$ cat config.mk
export PLATFORM = sky130hd
export DESIGN_NAME = ex_trace_buffer
export DESIGN_NICKNAME = d
export VERILOG_FILES = /design/src/rtl/ex_trace_buffer.sv
export SDC_FILE = /design/constraint.sdc
export NUM_CORES = 1
export LEC_CHECK = 0
export CAP_MARGIN = 15
export CORE_ASPECT_RATIO = 1.1
export CORE_MARGIN = 5
export CORE_UTILIZATION = 68
export CTS_BUF_LIST = sky130_fd_sc_hd__clkbuf_8
export DETAILED_ROUTE_END_ITERATION = 8
export HOLD_SLACK_MARGIN = 0.05
export PLACE_DENSITY = 0.95
export RECOVER_POWER = 25
export SYNTH_ARGS = -nofsm -noshare
export SYNTH_HDL_FRONTEND = slang
export SYNTH_SLANG_ARGS = --single-unit
$ cat constraint.sdc
create_clock -name CLK -period 23.3 [get_ports CLK]
set_input_delay 4.66 -clock CLK [delete_from_list [all_inputs] [get_ports CLK]]
set_output_delay 4.66 -clock CLK [all_outputs]
set_load 0.02 [all_outputs]
$ cat src/rtl/ex_trace_buffer.sv
// rtl/ex_trace_buffer.sv - EX-stage trace sink: trigger FSM feeding a show-ahead circular FIFO
// Records are {pc, alu, Branch, Jump, MemWr, Zero}; arm always wins over reads and captures.
module ex_trace_buffer #(
  parameter int ADDR_W  = 4,
  parameter int CAP_LEN = 8
) (
  input  logic              CLK,
  input  logic              Resetn,
  input  logic              arm,
  input  logic              trig_en,
  input  logic [31:0]       trig_pc,
  input  logic              in_valid,
  input  logic [31:0]       in_PC_EX,
  input  logic [31:0]       in_ALUout,
  input  logic              in_Zero,
  input  logic              in_Branch,
  input  logic              in_Jump,
  input  logic              in_MemWr,
  output logic              rd_valid,
  input  logic              rd_ready,
  output logic [67:0]       rd_data,
  output logic [1:0]        state,
  output logic [ADDR_W:0]   count,
  output logic              overflow
);

  typedef enum logic [1:0] {
    ST_IDLE    = 2'd0,
    ST_ARMED   = 2'd1,
    ST_CAPTURE = 2'd2,
    ST_DONE    = 2'd3
  } state_t;

  localparam int              DEPTH    = 1 << ADDR_W;
  localparam logic [ADDR_W:0] FULL_CNT = (ADDR_W + 1)'(DEPTH);
  localparam logic [15:0]     CAP_LAST = 16'(CAP_LEN);

  state_t              state_q, state_d;
  logic [ADDR_W-1:0]   wr_ptr_q, wr_ptr_d;
  logic [ADDR_W-1:0]   rd_ptr_q, rd_ptr_d;
  logic [ADDR_W:0]     count_q, count_d;
  logic [15:0]         captured_q, captured_d;
  logic                overflow_q, overflow_d;
  logic [67:0]         mem_q [DEPTH];

  logic [67:0]         record;
  logic                full, hit, push_req, push, pop;

  always_comb begin
    record     = {in_PC_EX, in_ALUout, in_Branch, in_Jump, in_MemWr, in_Zero};
    full       = (count_q == FULL_CNT);
    pop        = (count_q != '0) & rd_ready & ~arm;
    hit        = in_valid & (~trig_en | (in_PC_EX == trig_pc));
    push_req   = ~arm & (((state_q == ST_ARMED) & hit) | ((state_q == ST_CAPTURE) & in_valid));
    // A pop in the same cycle frees the slot, so a full FIFO can still accept.
    push       = push_req & (~full | pop);

    state_d    = state_q;
    captured_d = captured_q;
    overflow_d = overflow_q | (push_req & full & ~pop);
    wr_ptr_d   = push ? wr_ptr_q + 1'b1 : wr_ptr_q;
    rd_ptr_d   = pop  ? rd_ptr_q + 1'b1 : rd_ptr_q;
    count_d    = count_q + (ADDR_W + 1)'(push) - (ADDR_W + 1)'(pop);

    case (state_q)
      ST_ARMED: begin
        if (hit) begin
          captured_d = 16'd1;
          state_d    = (CAP_LAST == 16'd1) ? ST_DONE : ST_CAPTURE;
        end
      end
      ST_CAPTURE: begin
        if (in_valid) begin
          captured_d = captured_q + 16'd1;
          if (captured_q + 16'd1 == CAP_LAST) state_d = ST_DONE;
        end
      end
      default: ;
    endcase

    if (arm) begin
      state_d    = ST_ARMED;
      captured_d = '0;
      overflow_d = 1'b0;
      wr_ptr_d   = '0;
      rd_ptr_d   = '0;
      count_d    = '0;
    end
  end

  always_ff @(posedge CLK or negedge Resetn) begin
    if (!Resetn) begin
      state_q    <= ST_IDLE;
      captured_q <= '0;
      overflow_q <= 1'b0;
      wr_ptr_q   <= '0;
      rd_ptr_q   <= '0;
      count_q    <= '0;
    end else begin
      state_q    <= state_d;
      captured_q <= captured_d;
      overflow_q <= overflow_d;
      wr_ptr_q   <= wr_ptr_d;
      rd_ptr_q   <= rd_ptr_d;
      count_q    <= count_d;
    end
  end

  // Storage needs no reset: count gates every read of it.
  always_ff @(posedge CLK) begin
    if (push) mem_q[wr_ptr_q] <= record;
  end

  assign rd_valid = (count_q != '0);
  assign rd_data  = rd_valid ? mem_q[rd_ptr_q] : '0;
  assign state    = state_q;
  assign count    = count_q;
  assign overflow = overflow_q;

endmodule

Word-level counts from Yosys, hierarchy flattened
Memory sizes are Yosys's and may differ from the RTL's. Cells that the tools add are included.

Register bits: 32. RAM bits: 1088. Bits of input ports: 106. Output and inout bits: 77. Logic and storage cells: 61. Memories kept: 1.

Memories: mem_q (depth 16, bits a word 68, read ports 1, clocked after Yosys merged registers in 0, wr ports 1, line 44) `logic [67:0] mem_q [DEPTH];`.

$add $sub $neg: 5. Equality and inequality tests: 8. Mux-type cells: 18. Bitwise operators: 17. Reduce and logical (&&, ||, !) cells: 6.

Operators by type and width (number): 68-bit 2-to-1 mux (1); 16-bit 2-to-1 mux (3); 32-bit == test (1); 16-bit one-hot mux with 2 select lines (1); 16-bit by 1-bit adder with 16-bit output (second input constant) (1); 16-bit by 4-bit == test with 1-bit output (second input constant) (1); 4-bit 2-to-1 mux (4); 1-bit AND (9); 4-bit by 1-bit adder with 4-bit output (second input constant) (2); 2-bit 2-to-1 mux (4); 3-bit inequality test (second input constant) (2); 5-bit by 1-bit adder with 5-bit output (1); 5-bit == test (second input constant) (1); 5-bit 2-to-1 mux (1); 5-bit nonzero test (1); 5-bit by 1-bit subtractor with 5-bit output (1); 1-bit inverter (4); 1-bit OR (4); 2-bit one-hot mux with 2 select lines (1); 4-bit AND reduction (1); 2-bit nonzero test (2); 1-bit 2-to-1 mux (3); 3-bit by 2-bit inequality test with 1-bit output (second input constant) (1); 3-bit AND reduction (1); 3 further kinds (3).

Logic depth before layout (Yosys ltp)
Depth in word-level cells: 10. Gate-level depth with buffers: 14. Gate-level depth less buffers: 14.

Worst setup path after synthesis
Ideal clock, no wire load.

Kind: input to register. From: in trig_pc[22]. To: mem mem_q[8][0] (enable). Setup time: 0.662 ns. Arrival: 12.343 ns. Required time: 22.638 ns. Setup slack: 10.295 ns. Cell stages on the path: 7. Path buffers: 1. Cells stage by stage: xnor2_1 nand4_1 nor4_1 a21oi_1 or2_2 buf_2 nor4_1.

Cells in the longest elaborated chain, start to end: 9.

RTL lines: from (decl) (line 11) `input logic [31:0] trig_pc,`; 32-bit == test (line 53) `hit = in_valid & (~trig_en | (in_PC_EX == trig_pc));`; 1-bit OR (line 53); 1-bit AND (line 53); 1-bit AND (line 54) `push_req = ~arm & (((state_q == ST_ARMED) & hit) | ((state_q == ST_CAPTURE) & in_valid));`; 1-bit OR (line 54); 1-bit AND (line 54); 1-bit AND (line 56) `push = push_req & (~full | pop);`; 1-bit 2-to-1 mux (line 111) `if (push) mem_q[wr_ptr_q] <= record;`; 1-bit 2-to-1 mux (not written as such) (line 111); to (decl) (line 44).

No other way between the ends.

Final worst setup path
From: reg rd_ptr_q[0]. To: out rd_data[24].

Cells in the longest elaborated chain, start to end: 2.

RTL lines: from (decl) (line 40) `logic [ADDR_W-1:0] rd_ptr_q, rd_ptr_d;`; from (signal assigned) (line 104) `rd_ptr_q <= rd_ptr_d;`; memory 16 x 68 bit; 68-bit 2-to-1 mux (line 115) `assign rd_data = rd_valid ? mem_q[rd_ptr_q] : '0;`; to (decl) (line 21) `output logic [67:0] rd_data,`.

No other way between the ends.

==> metrics.yaml <==
grt_pass1_vias: 23700
syn-num-nets: 2009
cts_sinks: 1120
portBuffers: 182
whs_path_depth: 1
dr.first_iter.drc_count: 3436
grt.total_usage_pct: 33.5
gp_congestion: 0.827
root_buffer: "clkbuf_8"
antenna_found_initial: 15
cp_data_arrival_time_ns: 5.73
synth_cell_type_count: 53
criticalPathCategory: "flip-flop to primary output"
yosys_warnings: 0
clk_latency_ns: 0.82
worst_hold_startpoint: "state[1]$_DFFE_PN0P_"
worstMarginPinSlew_ns: 1.78
ctsLongestPathBuffers: 3
drive_gt1_share_pct: 26.2
place_ws_ns: 13.62
max_freq_ghz: 0.0962
htree_levels: 4
dpl.hpwl_um: 61400
synth-async-reset-ratio_pct: 2.86
cts_resized: 0
fin_nets: 2298
setup_viol: 0
core_area_um2: 63800
hold_class: "flip-flop to flip-flop"
status: "complete, but fails checks"
dpl.cell_count: 2856
cp-end-kind: "primary output"
die_y_um: 277
start_util_pct: 68.8
reg2reg_slack_ns: 19.21
timing.rr.end: "mem_q[8][60]$_DFFE_PP_"
io_pins: 183
tns_ns: 0
maxCapViolations: 1
slew_violations: 33
relSlewSlack_pct: -18.7
r2r-start: "state[1]$_DFFE_PN0P_"
grt_max_degree: 129
via_per_inst: 7.12
synth_cells: 1890
skew_ns: 0.0323
synth_sequential_area_ratio_pct: 76.2
die_w_um: 252
finalNonFillerCells: 3164
power.leakage_uw: 0.0154
wirelength_um: 115000
ant_nets: 0
vias: 22500
rsz0062_at_grt: "false"
avgSynthCellArea_um2: 23.2
ys_seq_elements: 1120
dieArea_um2: 69800
worstRegToRegCells: 8
final_cell_mix: "edfxtp_1 (1,088), mux4_2 (324), clkbuf_8 (166)"
clk_pin_slew_ns: 0.07
drc_errors: 0
crit_fanout: 128
cts_setup_buffers: 0
min_to: "state[1]$_DFFE_PN0P_"
grt_pass1_wl_um: 165000
min_period_ns: 10.39
cts_made_buffers: 162
wl_per_cell_um: 36.2
p_total_uw: 4930
pwr_density_cell_nw_per_um2: 98.8
required_ns: 18.64
holdBufCountCts: 0
timing.final.ws_setup_ns: 12.91
synth_enable_flop_cells: 1088
hold_viol: 0
violations: "capacitance limit, slew limit"
drt_first_pass_iters: 6
peakVddDrop_uv: 115
gr-total-overflow: 0
synth_top_flop_cell: "edfxtp_1"
netlist_area_um2: 43900
fin_hold_ws_ns: 0.579
num_rows: 97
final_common_cell: "edfxtp_1"
syn2layout_area_growth_pct: 13.6
min_period_over_period_pct: 44.6
tritoncts: "built"
crit_path_start_kind: "flip-flop"
## critical path, stage by stage (launching register included)
cell	delay, ns
dfrtp_4	1.11
buf_12	0.74
buf_4	0.84
mux4_1	0.69
mux4_2	0.50
and2_1	0.21
clkdlybuf4s50_1	0.55
## cell families (layout without fill, tap and decap cells)
logic type	after synthesis	count (layout)	share of synthesized area [%]
compound gates	66	66	0.980
xor+xnor	40	40	0.798
fa+ha+maj	13	13	0.388
buf+inv	117	538	1.54
flops	1120	1120	76.2
mux	343	343	17.6
other cells	0	12	0
simple gates	191	191	2.42
## metrics by stage
step,utilization [%],area (um^2)
final,78.1,49900
after floorplan,-,43900
after global routing,78.1,49900
after CTS,78.1,49800
after detailed placement,73.0,46600
after global placement,73.0,46600
## flip-flops by register name, indices dropped and copies added, names as in the netlist
name,flops
mem_q,1088
captured_q,16
count,5
rd_ptr_q,4
wr_ptr_q,4
state,2
overflow,1
## cell type report
type,instances,area (um^2)
Inverter,15,56.3
Fill cell,2911,14000
Tap cell,841,1050
Timing Repair Buffer,227,2170
Clock buffer,166,2280
Multi-Input combinational cell,653,9860
Antenna cell,12,30.0
Sequential cell,1120,33500
Clock inverter,130,933
## cell usage after synthesis (5+ instances only)
| master | instances | share of area [%] |
|---|---|---|
| edfxtp_1 | 1088 | 74 |
| clkbuf_1 | 54 | 0.46 |
| buf_1 | 14 | 0.12 |
| and2_1 | 72 | 1.0 |
| mux4_2 | 324 | 17 |
| buf_6 | 28 | 0.72 |
| nor2_1 | 20 | 0.17 |
| or3_1 | 10 | 0.14 |
| o21ai_0 | 13 | 0.15 |
| a21oi_1 | 20 | 0.23 |
| nand4_1 | 12 | 0.17 |
| ha_1 | 12 | 0.34 |
| nor4_1 | 11 | 0.16 |
| mux4_1 | 16 | 0.96 |
| nand2_1 | 24 | 0.21 |
| xnor2_1 | 37 | 0.74 |
| nand3_1 | 11 | 0.13 |
| dfrtp_1 | 32 | 1.8 |
| nor2b_1 | 5 | 0.071 |
| inv_1 | 14 | 0.12 |
| nor3_1 | 15 | 0.17 |
| a211oi_1 | 6 | 0.10 |
## worst max-delay path by stage
stage / startpoint / endpoint / slack, ns / cells after the start
3_3_place_gp: rd_ptr_q[0]$_DFFE_PN0P_ / rd_data[24] / 13.82 / 6
2_1_floorplan: trig_pc[22] / mem_q[8][0]$_DFFE_PP_ / 10.30 / 7
3_5_place_dp: in_PC_EX[2] / mem_q[8][63]$_DFFE_PP_ / 13.62 / 10
4_1_cts: rd_ptr_q[0]$_DFFE_PN0P_ / rd_data[24] / 12.74 / 6
5_1_grt: rd_ptr_q[0]$_DFFE_PN0P_ / rd_data[24] / 12.40 / 6
6_report: rd_ptr_q[0]$_DFFE_PN0P_ / rd_data[24] / 12.91 / 6
## routing by layer
metal  track usage [%]  part of all wire [%]  up-vias
met2              55.8                    52     2080
met5                 0                 0.035        -
met4              17.6                   5.6        6
li1                  -                     -     8654
met3              7.25                    11      357
met1              42.1                    31    11400
## where the power goes
| group | internal [uW] | switching [uW] | total, uW | leakage [uW] |
|---|---|---|---|---|
| combinational | 554 | 530 | 1080 | 0.00344 |
| clock | 822 | 757 | 1580 | 0.00174 |
| sequential | 2220 | 40.3 | 2260 | 0.0102 |
Note: power is estimated with default switching activity, not from simulation.
